===== src/rtl/red_accum.sv =====
// Lane-serial reduction adder: sums lane i of a and b over all lanes into an OUT_W result, optionally on top of a held accumulator.
// Accept edge to out_valid is LANES+1 cycles (IDLE, LANES x RUN); in_ready is low until the result is taken via out_ready.
module red_accum #(
    parameter int LANE_W = 8,
    parameter int LANES  = 2,
    parameter int OUT_W  = 16
) (
    input  logic                      clk,
    input  logic                      rst_n,
    input  logic                      in_valid,
    output logic                      in_ready,
    input  logic [LANES*LANE_W-1:0]   a,
    input  logic [LANES*LANE_W-1:0]   b,
    input  logic                      signed_en,
    input  logic                      sat_en,
    input  logic                      acc_en,
    input  logic                      acc_clr,
    output logic                      out_valid,
    input  logic                      out_ready,
    output logic [OUT_W-1:0]          result,
    output logic                      ovfl
);

    localparam int DATA_W = LANES * LANE_W;
    localparam int IDX_W  = (LANES > 1) ? $clog2(LANES) : 1;
    localparam int EXT_W  = OUT_W + 2;
    localparam logic [IDX_W-1:0] LAST_IDX = IDX_W'(LANES - 1);

    localparam logic [1:0] S_IDLE = 2'd0;
    localparam logic [1:0] S_RUN  = 2'd1;
    localparam logic [1:0] S_DONE = 2'd2;

    logic [1:0]        state;
    logic [DATA_W-1:0] a_r;
    logic [DATA_W-1:0] b_r;
    logic              sgn_r;
    logic              sat_r;
    logic [IDX_W-1:0]  idx;
    logic [OUT_W-1:0]  run_sum;
    logic              run_ovfl;
    logic [OUT_W-1:0]  acc;

    logic [LANE_W-1:0] lane_a;
    logic [LANE_W-1:0] lane_b;
    logic [EXT_W-1:0]  ext_a;
    logic [EXT_W-1:0]  ext_b;
    logic [EXT_W-1:0]  ext_sum;
    logic [EXT_W-1:0]  t;
    logic [2:0]        top_bits;
    logic              over;
    logic [OUT_W-1:0]  clamp;
    logic [OUT_W-1:0]  next_sum;

    assign in_ready  = (state == S_IDLE);
    assign out_valid = (state == S_DONE);

    always_comb begin
        lane_a = '0;
        lane_b = '0;
        for (int i = 0; i < LANES; i++) begin
            if (idx == IDX_W'(i)) begin
                lane_a = a_r[i*LANE_W +: LANE_W];
                lane_b = b_r[i*LANE_W +: LANE_W];
            end
        end
    end

    // Two guard bits cover one running sum plus two lanes in either signedness
    always_comb begin
        ext_a   = sgn_r ? {{(EXT_W-LANE_W){lane_a[LANE_W-1]}}, lane_a}
                        : {{(EXT_W-LANE_W){1'b0}}, lane_a};
        ext_b   = sgn_r ? {{(EXT_W-LANE_W){lane_b[LANE_W-1]}}, lane_b}
                        : {{(EXT_W-LANE_W){1'b0}}, lane_b};
        ext_sum = sgn_r ? {{2{run_sum[OUT_W-1]}}, run_sum}
                        : {2'b00, run_sum};
        t        = ext_sum + ext_a + ext_b;
        top_bits = t[EXT_W-1:OUT_W-1];
    end

    always_comb begin
        over  = 1'b0;
        clamp = '1;
        if (sgn_r) begin
            over  = (top_bits != 3'b000) && (top_bits != 3'b111);
            clamp = t[EXT_W-1] ? {1'b1, {(OUT_W-1){1'b0}}} : {1'b0, {(OUT_W-1){1'b1}}};
        end else begin
            // Zero-extended operands can never go below zero, so only the top bound applies
            over  = (t[EXT_W-1:OUT_W] != 2'b00);
            clamp = '1;
        end
        next_sum = (over && sat_r) ? clamp : t[OUT_W-1:0];
    end

    always_ff @(posedge clk or negedge rst_n) begin
        if (!rst_n) begin
            state    <= S_IDLE;
            a_r      <= '0;
            b_r      <= '0;
            sgn_r    <= 1'b0;
            sat_r    <= 1'b0;
            idx      <= '0;
            run_sum  <= '0;
            run_ovfl <= 1'b0;
            acc      <= '0;
            result   <= '0;
            ovfl     <= 1'b0;
        end else begin
            case (state)
                S_IDLE: begin
                    if (acc_clr) begin
                        acc <= '0;
                    end
                    if (in_valid) begin
                        a_r      <= a;
                        b_r      <= b;
                        sgn_r    <= signed_en;
                        sat_r    <= sat_en;
                        // A clear arriving with the request wins over the old accumulator
                        run_sum  <= (acc_en && !acc_clr) ? acc : '0;
                        run_ovfl <= 1'b0;
                        idx      <= '0;
                        state    <= S_RUN;
                    end
                end
                S_RUN: begin
                    run_sum  <= next_sum;
                    run_ovfl <= run_ovfl | over;
                    if (idx == LAST_IDX) begin
                        result <= next_sum;
                        ovfl   <= run_ovfl | over;
                        acc    <= next_sum;
                        state  <= S_DONE;
                    end else begin
                        idx <= idx + 1'b1;
                    end
                end
                S_DONE: begin
                    if (out_ready) begin
                        state <= S_IDLE;
                    end
                end
                default: begin
                    state <= S_IDLE;
                end
            endcase
        end
    end

endmodule


===== config.mk =====
export PLATFORM = sky130hd
export DESIGN_NAME = red_accum
export DESIGN_NICKNAME = d
export VERILOG_FILES = /design/src/rtl/red_accum.sv
export SDC_FILE = /design/constraint.sdc
export NUM_CORES = 1
export LEC_CHECK = 0
export CAP_MARGIN = 20
export CORE_MARGIN = 4
export CORE_UTILIZATION = 45
export CTS_BUF_LIST = sky130_fd_sc_hd__clkbuf_4 sky130_fd_sc_hd__clkbuf_8 sky130_fd_sc_hd__clkbuf_16
export CTS_CLUSTER_SIZE = 20
export DETAILED_ROUTE_END_ITERATION = 10
export PLACE_DENSITY = 0.66
export SETUP_SLACK_MARGIN = 0.2
export SYNTH_ARGS = -nofsm -noshare
export SYNTH_HDL_FRONTEND = slang
export SYNTH_SLANG_ARGS = --single-unit
export TNS_END_PERCENT = 10

===== constraint.sdc =====
create_clock -name clk -period 11.1 [get_ports clk]
set_input_delay 1.665 -clock clk [delete_from_list [all_inputs] [get_ports clk]]
set_output_delay 1.665 -clock clk [all_outputs]
set_load 0.05 [all_outputs]

==> impl_metrics.yaml <==
outcome:
  status: "completed"
synth:
  async_flop_share: 1.00
  ys_top_cells_by_area: "dfrtp_1 (42%), nand2_1 (9.1%), ha_1 (5.8%)"
  synth-main-ff-cell: "dfrtp_1"
  yosysSeqAreaShare: 0.423
  syn_inst: 550
  yosysMostFrequentCell: "nand2_1"
  syn_avg_cell_area_um2: 9.35
  synth_edf_count: 0
  synth_commonest_cells: "nand2_1 (125), dfrtp_1 (87), nor2_1 (29)"
  synth-seq-cells: 87
  synth_area_leader_cell: "dfrtp_1"
  ys.warnings.count: 0
  yosysTopAreaCellShare: 0.423
  synth_area_mm2: 0.00514
  synth.distinct_cells: 53
  synth_nets: 624
global_routing:
  groute.usage.overall: 0.204
  grt_pass1_wl_um: 21300
  grt_overflow: 0
  grt_pass1_vias: 4339
  grt_max_degree: 88
  antenna_found_initial: 0
worst_setup_path:
  cpMostUsedCell: "ha_1"
  cp-end-kind: "flop"
  path_buf_inv: 0
  startpoint_type: "flop"
  cp_slowest_cell: "dfrtp_1"
  r2r-end: "run_sum[3]"
  path_max_fanout: 22
  path_class: "reg -> reg"
  cp.required_ns: 11.26
  path_cells: "mux2_2 > nand2_1 > xnor2_1 > ha_1 > a21o_1 > ha_1 > a211oi_2 > nor2_1 > nor3_1 > a21oi_1 > or3_1 > and4_1 > o21ai_1 > o221ai_1"
  reg2regPathDepth: 14
  slowest_delay_ns: 0.90
  worstPathArrival_ns: 5.58
  r2r_slack_ns: 5.69
  cpLargestDelayFamily: "compound AO/OA/AOI/OAI gates"
  reg2reg_from: "idx"
worst_hold_path:
  worstHoldPathCells: 2
  min_to: "b_r[11]"
  min_path_type: "reg -> reg"
  worst_hold_startpoint: "b_r[11]"
cts:
  cts_buffers: 9
  clock_latency_ns: 0.35
  cts_setup_buffers: 0
  cts_max_path_buffers: 2
  ctsHoldBuffers: 0
  cts_tree: "done"
  htree_levels: 3
  clock-sinks: 87
  cts_root_buf: "clkbuf_16"
  cts_resized: 0
  clk_pin_slew_worst_paths_ns: 0.06
sta:
  worst_slew_pin_slew_ns: 0.949
  clock_skew_ns: 0.0110
  relSlewSlack: 0.363
  hold_viol_final: 0
  period_share: 0.488
  slew_violations: 0
  fin_tns_setup_ns: 0
  rsz0062_at_grt: "no"
  setup_violations: 0
  fmax_mhz: 185
  fin_crit_ns: 5.41
floorplan:
  num_rows: 38
  initial_core_util: 0.466
  dieWidth_um: 115
  io_pins: 59
  coreArea_mm2: 0.0110
  dieArea_mm2: 0.0132
  die_y_um: 115
route:
  drt_wl_total_um: 12600
  dr.pass1.iters: 5
  drc: 0
  final_antenna_net_count: 0
  wl_per_cell_um: 17.0
  via_per_inst: 5.68
  vias: 4206
  first_iter_violations: 285
final_layout:
  antenna_cells: 0
  layout.nets: 669
  drive_above_1_share: 0.0717
  area_growth_pct: 19.7
flow_run:
  drv_cap: 0
placement:
  dp_hpwl_um: 9090
  io_buffers: 58
  place_congestion: 0.924
-- how the worst max path moves through the flow --
stage,start,to,depth (start not counted)
after floorplan,idx,acc[9],15
after global placement,idx,run_sum[0],11
after detailed placement,idx,run_sum[13],14
after CTS,idx,run_sum[13],14
after global routing,idx,run_sum[8],11
final,idx,run_sum[3],14
-- area by class of cell --
type / instances / area (um2)
inverters: 22 / 82.6
well taps: 140 / 175
clock buffers: 12 / 260
repair buffers: 63 / 636
clock inverters: 4 / 77.6
fillers: 992 / 4880
flip-flops and latches: 87 / 2180
multi-input cells: 412 / 2750
-- routing by layer --
metal | up-vias | routed length [um] | global-route usage
li1 | 2048 | - | -
met1 | 2038 | 5800 | 0.272
met2 | 108 | 6100 | 0.338
met3 | 12 | 577 | 0.0442
met4 | 0 | 138 | 0.0532
met5 | - | 0 | 0
-- registers in the layout, indices dropped and copies added (netlist names) --
| signal | count |
|---|---|
| a_r | 16 |
| acc | 16 |
| b_r | 16 |
| result | 16 |
| run_sum | 16 |
| state | 2 |
| idx | 1 |
| ovfl | 1 |
| run_ovfl | 1 |
| sat_r | 1 |
| sgn_r | 1 |
-- placed cells by master, fill, tap and decap left out, types with 3 or more instances in the layout --
cell type        Yosys  final
nand2_1            125    125
dfrtp_1             87     87
clkdlybuf4s50_1      0     57
nor2_1              29     29
o21ai_0             28     28
a21oi_1             27     27
ha_1                24     24
inv_1               22     22
xnor2_1             17     17
a221o_1             16     16
a21o_1              14     14
o221ai_1            14     14
mux2_2              13     13
a31oi_1             12     12
fa_1                10     10
a22oi_1              9      9
clkbuf_16            0      9
o211ai_1             8      8
nand3_1              7      7
and2_1               6      6
o21a_1               6      6
buf_4                0      5
nor3_1               4      4
nor2b_1              3      3
nand2b_1             3      3
and3_1               3      3
-- cells by family (layout without fill, tap and decap cells) --
group | Yosys count | after routing | synth area share
buffers and inverters | 51 | 101 | 0.0428
muxes | 15 | 15 | 0.0324
DFF | 87 | 87 | 0.423
adders and majority gates | 34 | 34 | 0.0973
AOI/OAI and AO/OA | 153 | 153 | 0.213
xor gates and xnor gates | 19 | 19 | 0.0324
and+or+nand+nor | 191 | 191 | 0.159
-- worst reg2reg max path: stages (launching register included) --
cell      delay, ns
dfrtp_1        0.90
mux2_2         0.48
nand2_1        0.32
xnor2_1        0.13
ha_1           0.20
a21o_1         0.16
ha_1           0.38
a211oi_2       0.27
nor2_1         0.08
nor3_1         0.33
a21oi_1        0.13
or3_1          0.38
and4_1         0.39
o21ai_1        0.81
o221ai_1       0.27
-- through the flow --
stage | hold slack [ns] | instance area (um2) | cells | util | worst slack (ns)
2_1_floorplan | 0.438 | 5140 | 550 | - | 6.67
4_1_cts | 0.473 | 6130 | 739 | 0.555 | 5.74
3_5_place_dp | 0.457 | 5790 | 723 | 0.525 | 5.79
5_1_grt | 0.488 | 6150 | 740 | 0.558 | 5.25
3_3_place_gp | 0.454 | 5790 | 723 | 0.525 | 5.96
6_report | 0.468 | 6150 | 740 | 0.558 | 5.69
Power is not shown: default switching activity piles up to over one toggle a cycle in this logic, so the estimate is an artifact.
